[config.mk]
export PLATFORM = sky130hd
export DESIGN_NAME = store_exp_table
export DESIGN_NICKNAME = d
export VERILOG_FILES = /design/src/rtl/store_chk_pkg.sv /design/src/rtl/store_exp_table.sv
export SDC_FILE = /design/constraint.sdc
export NUM_CORES = 1
export LEC_CHECK = 0
export BUFFER_PORTS_ARGS = -buffer_cell sky130_fd_sc_hd__buf_2
export CELL_PAD_IN_SITES_DETAIL_PLACEMENT = 0
export CELL_PAD_IN_SITES_GLOBAL_PLACEMENT = 1
export CORE_MARGIN = 2
export CORE_UTILIZATION = 49
export CTS_CLUSTER_SIZE = 16
export DETAILED_ROUTE_END_ITERATION = 10
export PLACE_DENSITY = 0.9
export SLEW_MARGIN = 0
export SYNTH_ARGS = -nofsm -noshare
export SYNTH_HDL_FRONTEND = slang
export SYNTH_SLANG_ARGS = --single-unit
[constraint.sdc]
create_clock -name i_clk -period 13.05 [get_ports i_clk]
set_input_delay 2.61 -clock i_clk [delete_from_list [all_inputs] [get_ports i_clk]]
set_output_delay 2.61 -clock i_clk [all_outputs]
set_load 0.02 [all_outputs]
[src/rtl/store_chk_pkg.sv]
// Shared types for the store-sequence checker: FSM states, failure cause codes
// and the expected-store table entry.
package store_chk_pkg;

   localparam int ST_XLEN = 32;

   typedef enum logic [1:0] {
      ST_IDLE = 2'd0,
      ST_RUN  = 2'd1,
      ST_PASS = 2'd2,
      ST_FAIL = 2'd3
   } chk_state_t;

   localparam logic [2:0] FC_NONE    = 3'd0;
   localparam logic [2:0] FC_ADDR    = 3'd1;
   localparam logic [2:0] FC_DATA    = 3'd2;
   localparam logic [2:0] FC_TIMEOUT = 3'd3;
   localparam logic [2:0] FC_CFG     = 3'd4;

   typedef struct packed {
      logic [ST_XLEN-1:0] adr;
      logic [ST_XLEN-1:0] data;
   } exp_store_t;

endpackage

[src/rtl/store_exp_table.sv]
// Expected-store register file: synchronous write, combinational read.
// Contents are deliberately not reset so a table survives a checker reset.
module store_exp_table
   import store_chk_pkg::*;
#(
   parameter int NUM_EXP = 4,
   parameter int IDX_W   = $clog2(NUM_EXP + 1)
) (
   input  logic             i_clk,
   input  logic             i_we,
   input  logic [IDX_W-1:0] i_wr_idx,
   input  exp_store_t       i_wr_entry,
   input  logic [IDX_W-1:0] i_rd_idx,
   output exp_store_t       o_rd_entry
);

   localparam int AW = (NUM_EXP > 1) ? $clog2(NUM_EXP) : 1;
   localparam logic [IDX_W-1:0] NUM_EXP_V = IDX_W'(NUM_EXP);

   exp_store_t r_mem [NUM_EXP];

   logic [AW-1:0] w_wr_a;
   logic [AW-1:0] w_rd_a;
   logic          w_wr_ok;
   logic          w_rd_ok;

   assign w_wr_a  = i_wr_idx[AW-1:0];
   assign w_rd_a  = i_rd_idx[AW-1:0];
   assign w_wr_ok = i_wr_idx < NUM_EXP_V;
   assign w_rd_ok = i_rd_idx < NUM_EXP_V;

   always_ff @(posedge i_clk) begin
      if (i_we && w_wr_ok) begin
         r_mem[w_wr_a] <= i_wr_entry;
      end
   end

   // An out-of-range read can only occur after the run has ended; return zeros.
   assign o_rd_entry = w_rd_ok ? r_mem[w_rd_a] : '0;

endmodule

==> results of run 1 <==
## worst max-delay path, delay by kind of cell
kind / cells / cell delay (ps)
buf+inv: 3 / 1670
mux: 1 / 170
compound gates: 1 / 300
## kinds of logic after synthesis
group           Yosys count
mux                     128
simple gates              6
buf+inv                  28
compound gates           64
flops                   256
## how the worst min path moves through the flow
stage	from	endpoint	slack, ps
after CTS	i_wr_entry[8]	r_mem[2][8]$_DFFE_PP_	2280
after floorplan	i_wr_entry[0]	r_mem[0][0]$_DFFE_PP_	2710
final	i_wr_entry[54]	r_mem[0][54]$_DFFE_PP_	2300
after detailed placement	i_wr_entry[55]	r_mem[0][55]$_DFFE_PP_	2830
after global placement	i_wr_entry[19]	r_mem[1][19]$_DFFE_PP_	2820
after global routing	i_wr_entry[3]	r_mem[3][3]$_DFFE_PP_	2280
## metal layers
metal	global-route usage [%]	up-vias
met5	0	-
met4	3.663	2
met3	3.994	26
met2	29.55	130
met1	20.53	2539
li1	-	2256
## per-stage QoR
step | std cells | setup WS (ps) | utilization (%)
after floorplan | 482 | 3059 | -
after global placement | 860 | 5600 | 54.06
after detailed placement | 860 | 5540 | 54.06
after CTS | 908 | 5543 | 58.71
after global routing | 909 | 5323 | 58.73
final | 909 | 5481 | 58.73
## area by class of cell
cell class              count  share of cell area, %
clock inverters            19                  1.949
diodes                      1                0.02189
repair buffers            141                  6.360
well taps                 265                  2.901
clock buffers              29                  5.977
multi-input cells         198                  15.53
flip-flops and latches    256                  67.26
## where the power goes
group / internal, mW / switching (mW)
registers: 0.933 / 0.00650
logic: 0.0410 / 0.0718
clock network: 0.475 / 0.290
total: 1.45 / 0.368
## Yosys cell counts
| cell | count |
|---|---|
| nor4bb_1 | 2 |
| or2_1 | 1 |
| mux2i_1 | 128 |
| buf_8 | 5 |
| nand2b_1 | 1 |
| buf_2 | 7 |
| clkbuf_1 | 6 |
| buf_12 | 8 |
| o22ai_1 | 64 |
| edfxtp_1 | 256 |
| buf_6 | 1 |
| nor4b_1 | 1 |
| and4b_1 | 1 |
| buf_4 | 1 |
## cells in the final DEF, fill, tap and decap left out
cell	n
mux2i_1	128
bufinv_16	5
o22ai_1	64
nor4bb_4	2
edfxtp_1	256
buf_4	6
clkinv_4	1
clkinv_1	5
or2_2	1
clkinvlp_4	2
clkbuf_1	2
and4b_4	1
clkbuf_16	27
diode_2	1
nand2b_2	1
buf_2	134
clkinv_2	6
buf_6	1
nor4b_2	1
==> metrics list, run 1 <==
* Result of the run: finished, final reports clean
- Register area: 7687 um2
- Area after DPL: 10520 um2
- Synthesis produced 482 cells.
* Maximum number of pins on one net before global-route repair: 69
- Synthesis instantiated 14 different standard cells from the library.
- Actual transition at the worst max-transition pin: 1178 ps
- Top Metal Used: met5
- In the final design database the tool counted 695 nets.
- STA puts the critical path data arrival time at 4960 ps.
* Hold_ws: 2304 ps
- The number of antenna violations at the first check in global routing came to 2.
- Max-slew headroom: 21.50%
- Final hold viol count: 0
* Starting density of the core: 50.00%
* Share of post-route cells with drive strength above 1: 29.24%
* Die X: 144.9 um
- Total power for the finished layout comes to 1.817 mW.
- Data required time at the worst endpoint: 10440 ps
- CTS tree: done
* Count of port buffers added during placement: 135
- The critical path starts at i_rd_idx[0].
- LEAKAGE: 4.266 nW
* Simple logic cell fraction of the synthesized area: 0.5271%
* Vias in the first global route: 5206
- In this run the core area contains 51 standard-cell rows.
- Setup repair after global routing left no endpoint under its margin.
* Library cell occupying the most area in the post-synthesis netlist: edfxtp_1
* Area growth from synthesis to layout: 17.45%
* Area of the die: 21000 um2
- After detailed routing, the average wire length per cell comes to 19.43 um.
* Syn_nets: 554
- Area occupied by multi-input gates: 1775 um2
- Counting instances, the worst hold path has a depth of 1.
- The first detailed-routing pass ran for 4 iterations.
* Final critical-path required period: 7569 ps
* Clock-pin slew of the registers on the worst-case setup and hold paths: 60 ps
- Met1 Wirelength: 7230 um
* Finish-stage setup viols: 0
* Count of max-cap constraint violations: 0
- Arithmetic-cell share of the synthesized area counting full adders, half adders and majority gates: 0%
- Power density cells: 159.0 nW/um2
- For this run, the register share of the synthesized area comes to 78.99%.
- The tree is rooted in a clkbuf_16.
- Global routing used 16.55% of the available tracks.
- STA classifies the critical path endpoint as a primary output.
* Type of the setup path with the least slack: in -> out
- Global routing finished with a remaining overflow of 0.
- The worst hold path belongs to the class in -> reg.
- Crit-path max cell delay: 930 ps
- Mean instance size in the synthesized netlist: 20.19 um2
* Flip-flop count of the largest register, all copies and words added: 256
- The routed design uses 1048 um of met3 wire.
- Fillers: 1463
- The routed layout has 4953 vias.
* Worst setup SP type: input pin
- In this run, post-CTS repair resized a total of 0 instances.
- Max stage delay cell, worst path: buf_4
- The final critical path takes up 58.00% of the cycle.
* Count of synthesis-stage warnings from yosys: 0
- Crit path to: o_rd_entry[18]
- Setup total negative slack on the finished layout was measured at 0 ps.
* Global-route wire length before repair: 27720 um
* Critical-path cell list: buf_6 -> buf_4 -> mux2i_1 -> o22ai_1 -> buf_2
* Largest cells by area after synthesis: edfxtp_1, mux2i_1, o22ai_1
* Yosys reg bits: 256
- The largest registers in the layout are r_mem (256).
- Remaining routing DRC violations: 0
- The synthesized netlist devotes 4.114% of its cell area to compound gates.
- Number of clock buffers inserted by TritonCTS: 26
- Clock sink total: 256
- In this run the remaining antenna-violating nets after routing total 0.
- Summed over all nets, the half-perimeter wirelength after detailed placement is 9592 um.
- In this run the standard cell core region covers 19460 um2.
- The floorplan step set the die height to 144.9 um.
- No sink is reached through more buffers than the 3 on the longest clock path.
* Largest fanout on the critical path: 68
- Of the total synthesized cell area, the portion taken by XOR and XNOR cells is 0%.
- The top cell type by area accounts for 78.99% of the synthesized area.
- Gp weighted congestion: 0.7319
- Summed over all nets, wire length on met2 after detailed routing comes to 9136 um.
* H-tree Lvls: 1
* Hold bufs inserted after CTS: 0
- Maximum frequency from static timing analysis: 0.1321 GHz
- In this run, the number of DRC markers left after iteration 0 of detailed routing was 273.
- Io pins: 136
- Final non-filler cell area: 11430 um2
- Synthesized area: 9732 um2
* Fraction of synthesized area in multiplexers: 13.17%
* Wire length reported by the detailed router: 17660 um
- Largest family of logic cells by synthesized area: multiplexers
- Final count of pins violating max slew: 0
- Dividing the detail-routed via count by the number of cells gives 5.449.
* Buffers inserted by post-CTS timing repair: 0
- IR analysis of the VDD net gives a maximum drop of 0.0001417 V.
- Reg with most FFs: r_mem
Power figures use the tool's default switching activity.
==> run 2, diff against run 1 <==
Settings changed: CORE_UTILIZATION 49 to 44, PLACE_DENSITY 0.9 to 0.86.
Clock period 13.05 ns to 6.8 ns, I/O delays scaled along.
==> metrics list, run 2 (synthesis gave the netlist of run 1 again) <==
- Result of the run: finished, final reports clean
* CTS tree: done
- The post-CTS repair timing setup buffer count came to 0 (unchanged).
- Final hold viol count: 0 (unchanged)
- Area occupied by multi-input gates: 1784 um2 (+0.49%)
- Starting density of the core: 44.73% (-5.3 points)
* Count of max-cap constraint violations: 0 (unchanged)
- The power density over the cells came to 296.7 nW/um2 (+87%).
* Slack of the critical path: 2226 ps (-3255 ps)
- The startpoint identified for the worst hold timing path is i_wr_entry[35].
- The vertical die dimension was 152.7 um (+5.4%).
- The buffers plus inverters on the worst setup path came to 3 (unchanged).
- Fin util: 52.46% (-6.3 points)
- Hold Path Cell Cnt: 1 (unchanged)
* Global-route wire length before repair: 27970 um (+0.89%)
- In this run the clock root is driven by a clkbuf_16.
- The hold-fix buffer count after cts is 0 (unchanged).
- Maximum frequency from static timing analysis: 0.2186 GHz
- Share of post-route cells with drive strength above 1: 29.01% (-0.23 points)
* Max-slew headroom: 20.21% (-1.3 points)
- Area of the die: 23320 um2 (+11%)
- The worst hold path belongs to the class in -> reg.
- In the layout the commonest cells are edfxtp_1, buf_2, mux2i_1.
- The number of vias per cell came to 5.320 (-2.4%).
- Remaining Overflow, GRT: 0 (unchanged)
- Fillers: 1713 (+17%)
- Remaining routing DRC violations: 0 (unchanged)
* Total Neg Setup Slack: 0 ps (unchanged)
- The buffer depth of the longest clock path was 3 (unchanged).
- The number of pins exceeding their max-slew limit in the final report came to 0 (unchanged).
* Clock sink total: 256 (unchanged)
- The leakage power of the design is 4.256 nW (-0.23%).
* Total GRT Usage: 15.15% (-1.4 points)
* Kind of end point of the critical path: primary output
* Top flop regs: r_mem (256)
* Data arrival at the endpoint of the critical path: 3210 ps (-1750 ps)
- The wire length after detailed routing was 18140 um (+2.7%).
- Floorplan core area: 21760 um2 (+12%)
- The final-report setup violation count was 0 (unchanged).
- Period Utilization, post-route: 67.27%
- The worst-case setup slack after placement was 2192 ps (-3348 ps).
- RSZ-0062 raised after global routing: false
- The CTS buffer count was 27 (+3.8%).
* Final non-filler cell area: 11410 um2 (-0.14%)
- Worst setup SP type: input pin
- Data required time at the worst endpoint: 5440 ps (-5000 ps)
- Crit-path max cell delay: 740 ps (-190 ps)
* Power after layout: 3.387 mW (+86%)
* Io pins: 136 (unchanged)
- The number of flip-flops under the largest register name is 256 (unchanged).
- The number of antenna violations at the first check in global routing came to 2 (unchanged).
- Max stage delay cell, worst path: buf_6
* Drt wl/cell: 19.48 um (+0.27%)
- Vias in the first global route: 5258 (+1.0%)
- HPWL after detailed placement: 10280 um (+7.2%)
- Nets: 700 (+0.72%)
- The total of cells resized after clock tree synthesis is 0 (unchanged).
- Violation count after the first detailed-route iteration: 258 (-5.5%)
- Standard-cell row count: 54 (+5.9%)
* Gp weighted congestion: 0.6931 (-5.3%)
- Leaving out fill and tap cells, the most frequent cell in the layout is edfxtp_1.
- Walking the worst path, the cells encountered are buf_6 -> buf_4 -> mux2i_1 -> o22ai_1 -> buf_2.
- The via total after detailed routing was 4953 (unchanged).
- The largest driver fanout on the critical path is 88 (+29%).
- For hold timing, the worst endpoint is r_mem[2][35]$_DFFE_PP_.
- H-tree Lvls: 1 (unchanged)
- The cell family contributing the most delay on the critical path is buffers and inverters.
- The largest net degree at the start of global routing came to 89 (+29%).
* Final critical-path required period: 4574 ps
- Actual transition at the worst max-transition pin: 1197 ps (+19.27 ps)
- The combined flip-flop and latch cell area is 7687 um2 (unchanged).
- The register with the most flip-flops in the final layout is r_mem.
- Number of antenna-violating nets in the routed design: 0 (unchanged)
* Area growth from synthesis to layout: 17.28%
- Area after DPL: 10580 um2 (+0.55%)
* Worst IR drop on VDD: 0.0001929 V (+36%)
- The number of optimization iterations in the first detailed-route pass was 4 (unchanged).
- Count of port buffers added during placement: 135 (unchanged)
- Die X: 152.7 um (+5.4%)
- The clock-pin slew on the worst setup and hold paths came to 60 ps (about the same).
- The setup path with the least slack is of type in -> out.
run 2: cell types whose count changed in the layout (fill, tap and decap cells not counted):
cell / change
clkbuf_1: +5
buf_4: +4
bufinv_16: -3
diode_2: +2
clkinv_4: -1
clkinvlp_4: -1
inv_6: +1
nor4b_2: -1
nor4b_4: +1
run 2: routing by layer:
| layer | global-route usage (%) | part of all wire (%) | up-vias |
|---|---|---|---|
| li1 | - | - | 2278 |
| met1 | 17.55 | 41 | 2514 |
| met2 | 27.99 | 51 | 128 |
| met3 | 3.697 | 5.6 | 33 |
| met4 | 4.145 | 2.0 | 0 |
| met5 | 0 | 0 | - |
run 2: metrics by stage:
stage                     std cells  hold slack, ps
after global placement          879            1567
after detailed placement        879            1576
final                           931            1047
after floorplan                 482            1459
after CTS                       928            1029
after global routing            930            1032
run 2: how the worst max path moves through the flow:
stage | startpoint | to | slack, ps | depth (start not counted)
floorplan | i_wr_idx[1] | r_mem[1][0]$_DFFE_PP_ | 1180 | 1
global placement | i_rd_idx[0] | o_rd_entry[51] | 2270 | 5
detailed placement | i_rd_idx[0] | o_rd_entry[45] | 2190 | 5
CTS | i_rd_idx[0] | o_rd_entry[45] | 2190 | 5
global route | i_rd_idx[0] | o_rd_entry[32] | 2080 | 5
finish | i_rd_idx[0] | o_rd_entry[34] | 2230 | 5
run 2: power breakdown:
part           switching (mW)  internal [mW]
combinational           0.138         0.0795
clock                   0.562          0.804
sequential             0.0125           1.79
run 2: area by class of cell:
cell class / count / area share [%]
clock buffers: 34 / 6.150
repair buffers: 145 / 6.632
flip-flops and latches: 256 / 67.35
diodes: 3 / 0.06578
multi-input cells: 198 / 15.63
well taps: 280 / 3.070
clock inverters: 15 / 1.096
